### src/rtl/core0_pkg.sv
// Shared encodings for the core0 multicycle control path: opcodes, ALU codes,
// datapath select values, FSM states and the per-state control bundle.
package core0_pkg;

   localparam int unsigned OP_W   = 7;
   localparam int unsigned F3_W   = 3;
   localparam int unsigned ALUC_W = 3;
   localparam int unsigned SEL_W  = 2;

   localparam logic [OP_W-1:0] OP_LW  = 7'b0000011;
   localparam logic [OP_W-1:0] OP_SW  = 7'b0100011;
   localparam logic [OP_W-1:0] OP_R   = 7'b0110011;
   localparam logic [OP_W-1:0] OP_I   = 7'b0010011;
   localparam logic [OP_W-1:0] OP_BEQ = 7'b1100011;
   localparam logic [OP_W-1:0] OP_JAL = 7'b1101111;

   localparam logic [ALUC_W-1:0] ALU_ADD = 3'b000;
   localparam logic [ALUC_W-1:0] ALU_SUB = 3'b001;
   localparam logic [ALUC_W-1:0] ALU_AND = 3'b010;
   localparam logic [ALUC_W-1:0] ALU_OR  = 3'b011;

   localparam logic [SEL_W-1:0] RES_ALUOUT = 2'b00;
   localparam logic [SEL_W-1:0] RES_DATA   = 2'b01;
   localparam logic [SEL_W-1:0] RES_ALU    = 2'b10;

   localparam logic [SEL_W-1:0] SRCA_PC    = 2'b00;
   localparam logic [SEL_W-1:0] SRCA_OLDPC = 2'b01;
   localparam logic [SEL_W-1:0] SRCA_RS1   = 2'b10;

   localparam logic [SEL_W-1:0] SRCB_RS2   = 2'b00;
   localparam logic [SEL_W-1:0] SRCB_IMM   = 2'b01;
   localparam logic [SEL_W-1:0] SRCB_FOUR  = 2'b10;

   typedef enum logic [1:0] {
      ALUOP_ADD   = 2'b00,
      ALUOP_SUB   = 2'b01,
      ALUOP_FUNCT = 2'b10
   } aluop_t;

   typedef enum logic [3:0] {
      S_FETCH    = 4'd0,
      S_DECODE   = 4'd1,
      S_MEMADR   = 4'd2,
      S_MEMREAD  = 4'd3,
      S_MEMWRITE = 4'd4,
      S_MEMWB    = 4'd5,
      S_EXECR    = 4'd6,
      S_EXECI    = 4'd7,
      S_ALUWB    = 4'd8,
      S_BEQ      = 4'd9,
      S_JAL      = 4'd10,
      S_TRAP     = 4'd11
   } state_t;

   // Moore control bundle decoded from the current state
   typedef struct packed {
      logic             pc_update;
      logic             branch;
      logic             adr_src;
      logic             ir_write;
      logic             mem_write;
      logic             reg_write;
      logic [SEL_W-1:0] result_src;
      logic [SEL_W-1:0] alu_src_a;
      logic [SEL_W-1:0] alu_src_b;
      aluop_t           aluop;
   } ctrl_t;

   // funct3 values the ALU path implements: add/sub, or, and
   function automatic logic funct3_supported(input logic [F3_W-1:0] f3);
      return (f3 == 3'b000) || (f3 == 3'b110) || (f3 == 3'b111);
   endfunction

endpackage

### src/rtl/core0_alu_decoder.sv
// Combinational ALU control decode from the FSM's aluop plus instruction
// funct fields.
module core0_alu_decoder
   import core0_pkg::*;
(
   input  aluop_t              i_aluop,
   input  logic [F3_W-1:0]     i_funct3,
   input  logic                i_op5,
   input  logic                i_funct7b5,
   output logic [ALUC_W-1:0]   o_alu_ctrl_c
);

   always_comb begin
      o_alu_ctrl_c = ALU_ADD;
      case (i_aluop)
         ALUOP_SUB:   o_alu_ctrl_c = ALU_SUB;
         ALUOP_FUNCT: begin
            case (i_funct3)
               // funct7b5 only means sub for register-register forms
               3'b000:  o_alu_ctrl_c = (i_op5 & i_funct7b5) ? ALU_SUB : ALU_ADD;
               3'b110:  o_alu_ctrl_c = ALU_OR;
               3'b111:  o_alu_ctrl_c = ALU_AND;
               default: o_alu_ctrl_c = ALU_ADD;
            endcase
         end
         default:     o_alu_ctrl_c = ALU_ADD;
      endcase
   end

endmodule

### src/rtl/core0_main_fsm.sv
// Multicycle control FSM for core0: sequences lw/sw/R/I/beq/jal and drives
// every datapath select/enable. Define CORE0_FSM_TRAP_EN for a sticky TRAP state.
module core0_main_fsm
   import core0_pkg::*;
(
   input  logic                clk,
   input  logic                rst_n,
   input  logic [OP_W-1:0]     op,
   input  logic [F3_W-1:0]     funct3,
   input  logic                funct7b5,
   input  logic                zero,
   input  logic                mem_ready,
   output logic                pc_write,
   output logic                adr_src,
   output logic                ir_write,
   output logic                mem_write,
   output logic                reg_write,
   output logic [SEL_W-1:0]    result_src,
   output logic [SEL_W-1:0]    alu_src_a,
   output logic [SEL_W-1:0]    alu_src_b,
`ifdef CORE0_FSM_TRAP_EN
   output logic                illegal_instr,
`endif
   output logic [ALUC_W-1:0]   alu_ctrl
);

   state_t              r_state;
   state_t              w_next;
   ctrl_t               w_ctrl;
   logic [ALUC_W-1:0]   w_alu_ctrl;

   always_ff @(posedge clk or negedge rst_n) begin
      if (!rst_n) r_state <= S_FETCH;
      else        r_state <= w_next;
   end

   always_comb begin
      w_next = r_state;
      w_ctrl = '0;
      case (r_state)
         S_FETCH: begin
            w_ctrl.ir_write   = mem_ready;
            w_ctrl.pc_update  = mem_ready;
            w_ctrl.alu_src_a  = SRCA_PC;
            w_ctrl.alu_src_b  = SRCB_FOUR;
            w_ctrl.result_src = RES_ALU;
            w_ctrl.aluop      = ALUOP_ADD;
            if (mem_ready) w_next = S_DECODE;
         end
         S_DECODE: begin
            // branch target precomputed from OldPC + imm
            w_ctrl.alu_src_a = SRCA_OLDPC;
            w_ctrl.alu_src_b = SRCB_IMM;
            w_ctrl.aluop     = ALUOP_ADD;
            case (op)
               OP_LW, OP_SW: w_next = S_MEMADR;
               OP_R:         w_next = S_EXECR;
               OP_I:         w_next = S_EXECI;
               OP_BEQ:       w_next = S_BEQ;
               OP_JAL:       w_next = S_JAL;
`ifdef CORE0_FSM_TRAP_EN
               default:      w_next = S_TRAP;
`else
               default:      w_next = S_FETCH;
`endif
            endcase
         end
         S_MEMADR: begin
            w_ctrl.alu_src_a = SRCA_RS1;
            w_ctrl.alu_src_b = SRCB_IMM;
            w_ctrl.aluop     = ALUOP_ADD;
            w_next = op[5] ? S_MEMWRITE : S_MEMREAD;
         end
         S_MEMREAD: begin
            w_ctrl.adr_src    = 1'b1;
            w_ctrl.result_src = RES_ALUOUT;
            if (mem_ready) w_next = S_MEMWB;
         end
         S_MEMWRITE: begin
            w_ctrl.adr_src   = 1'b1;
            w_ctrl.mem_write = 1'b1;
            if (mem_ready) w_next = S_FETCH;
         end
         S_MEMWB: begin
            w_ctrl.result_src = RES_DATA;
            w_ctrl.reg_write  = 1'b1;
            w_next = S_FETCH;
         end
         S_EXECR, S_EXECI: begin
            w_ctrl.alu_src_a = SRCA_RS1;
            w_ctrl.alu_src_b = (r_state == S_EXECR) ? SRCB_RS2 : SRCB_IMM;
            w_ctrl.aluop     = ALUOP_FUNCT;
`ifdef CORE0_FSM_TRAP_EN
            w_next = funct3_supported(funct3) ? S_ALUWB : S_TRAP;
`else
            w_next = S_ALUWB;
`endif
         end
         S_ALUWB: begin
            w_ctrl.result_src = RES_ALUOUT;
            w_ctrl.reg_write  = 1'b1;
            w_next = S_FETCH;
         end
         S_BEQ: begin
            w_ctrl.alu_src_a  = SRCA_RS1;
            w_ctrl.alu_src_b  = SRCB_RS2;
            w_ctrl.aluop      = ALUOP_SUB;
            w_ctrl.result_src = RES_ALUOUT;
            w_ctrl.branch     = 1'b1;
            w_next = S_FETCH;
         end
         S_JAL: begin
            w_ctrl.alu_src_a  = SRCA_OLDPC;
            w_ctrl.alu_src_b  = SRCB_FOUR;
            w_ctrl.aluop      = ALUOP_ADD;
            w_ctrl.result_src = RES_ALUOUT;
            w_ctrl.pc_update  = 1'b1;
            w_next = S_ALUWB;
         end
         // only reachable with the trap build; exits solely through reset
         S_TRAP:  w_next = S_TRAP;
         default: w_next = S_FETCH;
      endcase
   end

   core0_alu_decoder u_alu_dec (
      .i_aluop      (w_ctrl.aluop),
      .i_funct3     (funct3),
      .i_op5        (op[5]),
      .i_funct7b5   (funct7b5),
      .o_alu_ctrl_c (w_alu_ctrl)
   );

   // state already sits at FETCH during reset; only the enables need masking
   assign pc_write   = rst_n & (w_ctrl.pc_update | (w_ctrl.branch & zero));
   assign ir_write   = rst_n & w_ctrl.ir_write;
   assign mem_write  = rst_n & w_ctrl.mem_write;
   assign reg_write  = rst_n & w_ctrl.reg_write;
   assign adr_src    = w_ctrl.adr_src;
   assign result_src = w_ctrl.result_src;
   assign alu_src_a  = w_ctrl.alu_src_a;
   assign alu_src_b  = w_ctrl.alu_src_b;
   assign alu_ctrl   = w_alu_ctrl;

`ifdef CORE0_FSM_TRAP_EN
   assign illegal_instr = (r_state == S_TRAP);
`endif

endmodule
### config.mk
export PLATFORM = sky130hd
export DESIGN_NAME = core0_main_fsm
export DESIGN_NICKNAME = d
export VERILOG_FILES = /design/src/rtl/core0_pkg.sv /design/src/rtl/core0_alu_decoder.sv /design/src/rtl/core0_main_fsm.sv
export SDC_FILE = /design/constraint.sdc
export NUM_CORES = 1
export LEC_CHECK = 0
export ABC_AREA = 1
export CAP_MARGIN = 40
export CORE_AREA = 2 2 39 41
export DETAILED_ROUTE_END_ITERATION = 10
export DIE_AREA = 0 0 41 43
export DONT_BUFFER_PORTS = 1
export SKIP_LAST_GASP = 1
export SLEW_MARGIN = 15
export SYNTH_ARGS = -nofsm -noshare
export SYNTH_HDL_FRONTEND = slang
export SYNTH_SLANG_ARGS = --single-unit
export TNS_END_PERCENT = 100
### constraint.sdc
create_clock -name clk -period 3.85 [get_ports clk]
set_input_delay 0.77 -clock clk [delete_from_list [all_inputs] [get_ports clk]]
set_output_delay 0.77 -clock clk [all_outputs]
set_load 0.02 [all_outputs]
Word level (Yosys, flattened, before mapping)
Cells that the tools add are included.
{"block": "word_totals", "register_bits": 4, "input_bits": 15, "out_inout_bits": 14, "wordCells": 58}
{"block": "classes", "eq_ne": 24, "n_mux": 18, "bitwise_logic": 7, "n_reduce_logical": 8}
{"operator": "$pmux W6 S6", "n": 1}
{"operator": "$pmux W4 S7", "n": 1}
{"operator": "$pmux W4 S5", "n": 1}
{"operator": "$eq A4 B3 Y1 const B", "n": 4}
{"operator": "$eq A4 B4 Y1 const B", "n": 4}
{"operator": "$eq A7 B6 Y1 const B", "n": 2}
{"operator": "$eq A7 B7 Y1 const B", "n": 2}
{"operator": "$mux W4", "n": 3}
{"operator": "$pmux W3 S3", "n": 1}
{"operator": "$eq A4 B2 Y1 const B", "n": 2}
{"operator": "$reduce_or A2 Y1", "n": 4}
{"operator": "$eq A7 B2 Y1 const B", "n": 1}
{"operator": "$eq A7 B5 Y1 const B", "n": 1}
{"operator": "$mux W1", "n": 7}
{"operator": "$and A1 B1 Y1", "n": 6}
{"operator": "$eq A3 B3 Y1 const B", "n": 2}
{"operator": "$ne A2 B2 Y1 const B", "n": 3}
{"operator": "$pmux W3 S2", "n": 1}
{"operator": "$eq A4 B1 Y1 const B", "n": 1}
{"operator": "$logic_not A4 Y1", "n": 1}
{"operator": "$pmux W2 S2", "n": 1}
{"operator": "$logic_not A3 Y1", "n": 1}
{"operator": "$mux W3", "n": 1}
{"operator": "$reduce_and A3 Y1", "n": 1}
{"operator": "other kinds (5)", "n": 5}

Longest topological paths before layout
{"block": "logic_depth", "depth_word": 5, "ltp_mapped": 8, "mapped_depth_nobuf": 8}

Modules after synthesis
From an unflattened synthesis, not the netlist that was laid out.
{"block": "hier_totals", "cells_unflattened": 114, "area_unflattened_um2": 625.6}
{"mod": "core0_main_fsm", "instances": 1, "cells_each": 95, "area_each_um2": 526.8, "seq_area_each_um2": 100.1}
{"mod": "core0_alu_decoder", "instances": 1, "cells_each": 19, "area_each_um2": 98.8, "seq_area_each_um2": 0.0}

Worst setup path after synthesis
Ideal clock, no wire load.
{"block": "synth_timing", "path_kind": "register to output", "startpoint": "reg r_state[1]", "endpoint": "out alu_ctrl[0]", "t_arrival_ns": 1.459, "required_time_ns": 3.080, "slack_ns": 1.621, "path_stages_with_launch": 7, "n_path_buf": 0, "path_cell_list": "dfrtp_1 -> inv_1 -> nand2_2 -> nor3_2 -> inv_1 -> ha_1 -> a21oi_1"}
{"block": "synth_between", "elab_chain_len": 5, "word_cells_on_any_way": 12, "classes_between": "8 x eq/ne; 2 x mux; 2 x reduce/logical"}
{"element": "from (decl)", "line_no": "core0_main_fsm.sv:27", "rtl": "state_t r_state;"}
{"element": "from (signal assigned)", "line_no": "core0_main_fsm.sv:34", "rtl": "else r_state <= w_next;"}
{"element": "$eq A4 B3 Y1", "line_no": "core0_main_fsm.sv:40", "rtl": "case (r_state)"}
{"element": "$reduce_or A2 Y1", "line_no": "core0_main_fsm.sv:40"}
{"element": "$pmux W6 S6 (*)", "line_no": "core0_main_fsm.sv:40"}
{"element": "$eq A2 B2 Y1 or $eq A2 B1 Y1 (tied branches)", "line_no": "core0_alu_decoder.sv:15", "rtl": "case (i_aluop)"}
{"element": "$pmux W3 S2 (*)", "line_no": "core0_alu_decoder.sv:15"}
{"element": "to (decl)", "line_no": "core0_main_fsm.sv:24", "rtl": "output logic [ALUC_W-1:0] alu_ctrl"}
Every way passes the cells marked *; elsewhere a longest branch is shown, timed or not.

Final worst setup path
Same ends and word-level chain as after synthesis.

==> impl_metrics.env <==
export IMPL_status="complete, no violations"
export IMPL_grt_max_degree=7
export IMPL_avgViaCountPerCell=4.95
export IMPL_tns_ps=0
export IMPL_worstReg2RegEnd="r_state[2]"
export IMPL_p_leak_nw=0.325
export IMPL_drc=0
export IMPL_dr_pass1_iters=3
export IMPL_synthTopCellsByArea="dfrtp_1 19%, nand2_1 18%, inv_1 15%"
export IMPL_setup_viol=0
export IMPL_die_h_um=43
export IMPL_grt_pass1_vias=518
export IMPL_cts_sinks=4
export IMPL_crit_type="flip-flop to output pin"
export IMPL_worstPathRequired_ps=3080
export IMPL_grt_pass1_wl_um=1960
export IMPL_path_max_fanout=6
export IMPL_finalCriticalPeriod_ps=2560
export IMPL_postRouteAntennaNets=0
export IMPL_synth_seq_cells=4
export IMPL_intPower_mw=0.119
export IMPL_dieArea_um2=1760
export IMPL_path_clk_slew_ps=40
export IMPL_synth_top_area_share_pct=18.8
export IMPL_area_growth_pct=6.57
export IMPL_seq_area_um2=100
export IMPL_p_switching_mw=0.140
export IMPL_synth_area_um2=533
export IMPL_cp_arrival_ps=1790
export IMPL_gr_total_overflow=0
export IMPL_rsz0062_at_grt="no"
export IMPL_holdCritPathClass="input port to async pin"
export IMPL_ys_warn_count=0
export IMPL_avgSynthCellArea_um2=5.55
export IMPL_p_clk_share_pct=19.6
export IMPL_rr_startpoint="r_state[3]"
export IMPL_worst_pin_slew_ps=511
export IMPL_ir_worst_vdd_v=0.000169
export IMPL_endpoint="alu_ctrl[0]"
export IMPL_power_frac_comb_pct=56.5
export IMPL_routabilityCongestion=0.740
export IMPL_gr_usage_all_layers_pct=16.6
export IMPL_largest_reg_flops=4
export IMPL_fillers=170
export IMPL_layout_drive_gt1_share_pct=9.18
export IMPL_syn_inst=96
export IMPL_vias=564
export IMPL_synth_fp_nets=113
export IMPL_swShare_pct=54.0
export IMPL_slew_violations=0
export IMPL_wl_per_cell_um=10.6
export IMPL_synth_distinct_cells=21
export IMPL_cts_tree="built"
export IMPL_crit_start="r_state[1]"
export IMPL_multi_input_area_um2=343
export IMPL_antenna_found_initial=0
export IMPL_fmax_ghz=0.391
export IMPL_startpoint_type="flip-flop"
export IMPL_power_mw=0.259
export IMPL_cts_made_buffers=3
export IMPL_cts_resized=0
export IMPL_diodes=0
export IMPL_root_buffer="clkbuf_4"
export IMPL_finalClockSkew_ps=4.21
export IMPL_yosysTopAreaCell="dfrtp_1"
export IMPL_seq_area_frac_synth_pct=18.8
export IMPL_hold_viol=0
export IMPL_reg2regPathDepth=6
export IMPL_num_rows=14
export IMPL_seq_power_share_pct=23.9
export IMPL_chipWidth_um=41
export IMPL_htree_levels=1
export IMPL_post_cts_buffers=0
export IMPL_largest_register="r_state"
export IMPL_power_density_nw_per_um2=456
export IMPL_nNetsFinal=117
export IMPL_worst_setup_path_end_kind="output pin"
export IMPL_dpl_hpwl_um=1090
export IMPL_reg_top3="r_state: 4 flops"
export IMPL_ff2ff_setup_slack_ps=2630
export IMPL_start_util_pct=38.5
export IMPL_wirelength_um=1200
export IMPL_slew_headroom_pct=65.8
export IMPL_detailedRoute_firstIterationViolations=6
export IMPL_portBuffers=0
export IMPL_ctsLongestPathBuffers=2
export IMPL_drv_cap=0
export IMPL_holdBufCountCts=0
export IMPL_clkLatencyLatePin_ps=230
export IMPL_io_pins=29
export IMPL_coreArea_um2=1380
export IMPL_fin_crit_sh_pct=66.4
worst min path at each step:
stage                     startpoint         end  slack [ps]  cells after the start
final                          rst_n  r_state[3]         230                      0
after global routing           rst_n  r_state[3]         220                      0
after CTS                      rst_n  r_state[2]         230                      0
after detailed placement       rst_n  r_state[2]         470                      0
after global placement         rst_n  r_state[2]         470                      0
after floorplan                rst_n  r_state[0]         470                      0
placed cells by master, fill, tap and decap left out, drive strengths merged:
| master | synthesis | layout |
|---|---|---|
| ha | 2 | 2 |
| nor2 | 17 | 17 |
| and3 | 1 | 1 |
| clkbuf | 0 | 3 |
| a21oi | 3 | 3 |
| nand3b | 1 | 1 |
| nand4 | 2 | 2 |
| nand3 | 8 | 8 |
| o21ai | 3 | 3 |
| conb | 1 | 1 |
| o211ai | 1 | 1 |
| nand2 | 27 | 27 |
| a31oi | 1 | 1 |
| inv | 22 | 22 |
| dfrtp | 4 | 4 |
| nor3 | 2 | 2 |
power by group through the flow:
stage	clock network (mW)	registers, mW	logic, mW
final	0.0508	0.0619	0.146
after global routing	0.0559	0.0636	0.161
after CTS	0.0528	0.0617	0.148
after detailed placement	0	0.0621	0.148
after global placement	0	0.0619	0.146
after floorplan	0	0.0603	0.129
cells in the mapped netlist, drive strengths merged:
cell type	count
nand3	8
a21oi	3
nor3	2
a31oi	1
nand3b	1
ha	2
nand4	2
buf	1
nand2	27
nor2	17
inv	22
and3	1
o211ai	1
o21ai	3
conb	1
dfrtp	4
metrics by stage:
step                area (um2)  hold slack, ps  util (%)  setup WS [ps]  cells
detailed placement         546             474      39.4           1530    111
CTS                        568             226      41.0           1280    114
global placement           546             475      39.4           1570    111
global route               568             218      41.0           1130    114
floorplan                  533             474         -           1620     96
finish                     568             232      41.0           1290    114
cell families after synthesis:
family	after synthesis	share of synthesized area (%)
and+or+nand+nor	58	50.0
DFF	4	18.8
adders and majority gates	2	4.69
other	1	0.704
buffers and inverters	23	16.9
AOI/OAI and AO/OA	8	8.92
layout make-up:
type,instances,area share (%)
well taps,16,3.52
inverters,22,14.5
flip-flops and latches,4,17.6
clock buffers,3,3.96
multi-input cells,69,60.4
per-layer routing:
layer | track usage [%] | part of all wire, % | up-vias
li1 | - | - | 298
met1 | 17.7 | 40 | 250
met2 | 27.8 | 54 | 16
met3 | 4.71 | 5.7 | 0
met4 | 8.00 | 0 | 0
met5 | 0 | 0 | -
critical path, stage by stage, from the launching register on:
cell     delay, ps
dfrtp_1        410
inv_1          120
nand2_2         90
nor3_2         180
inv_1           90
ha_1           290
a21oi_1        370
(Power assumes the default switching activity.)
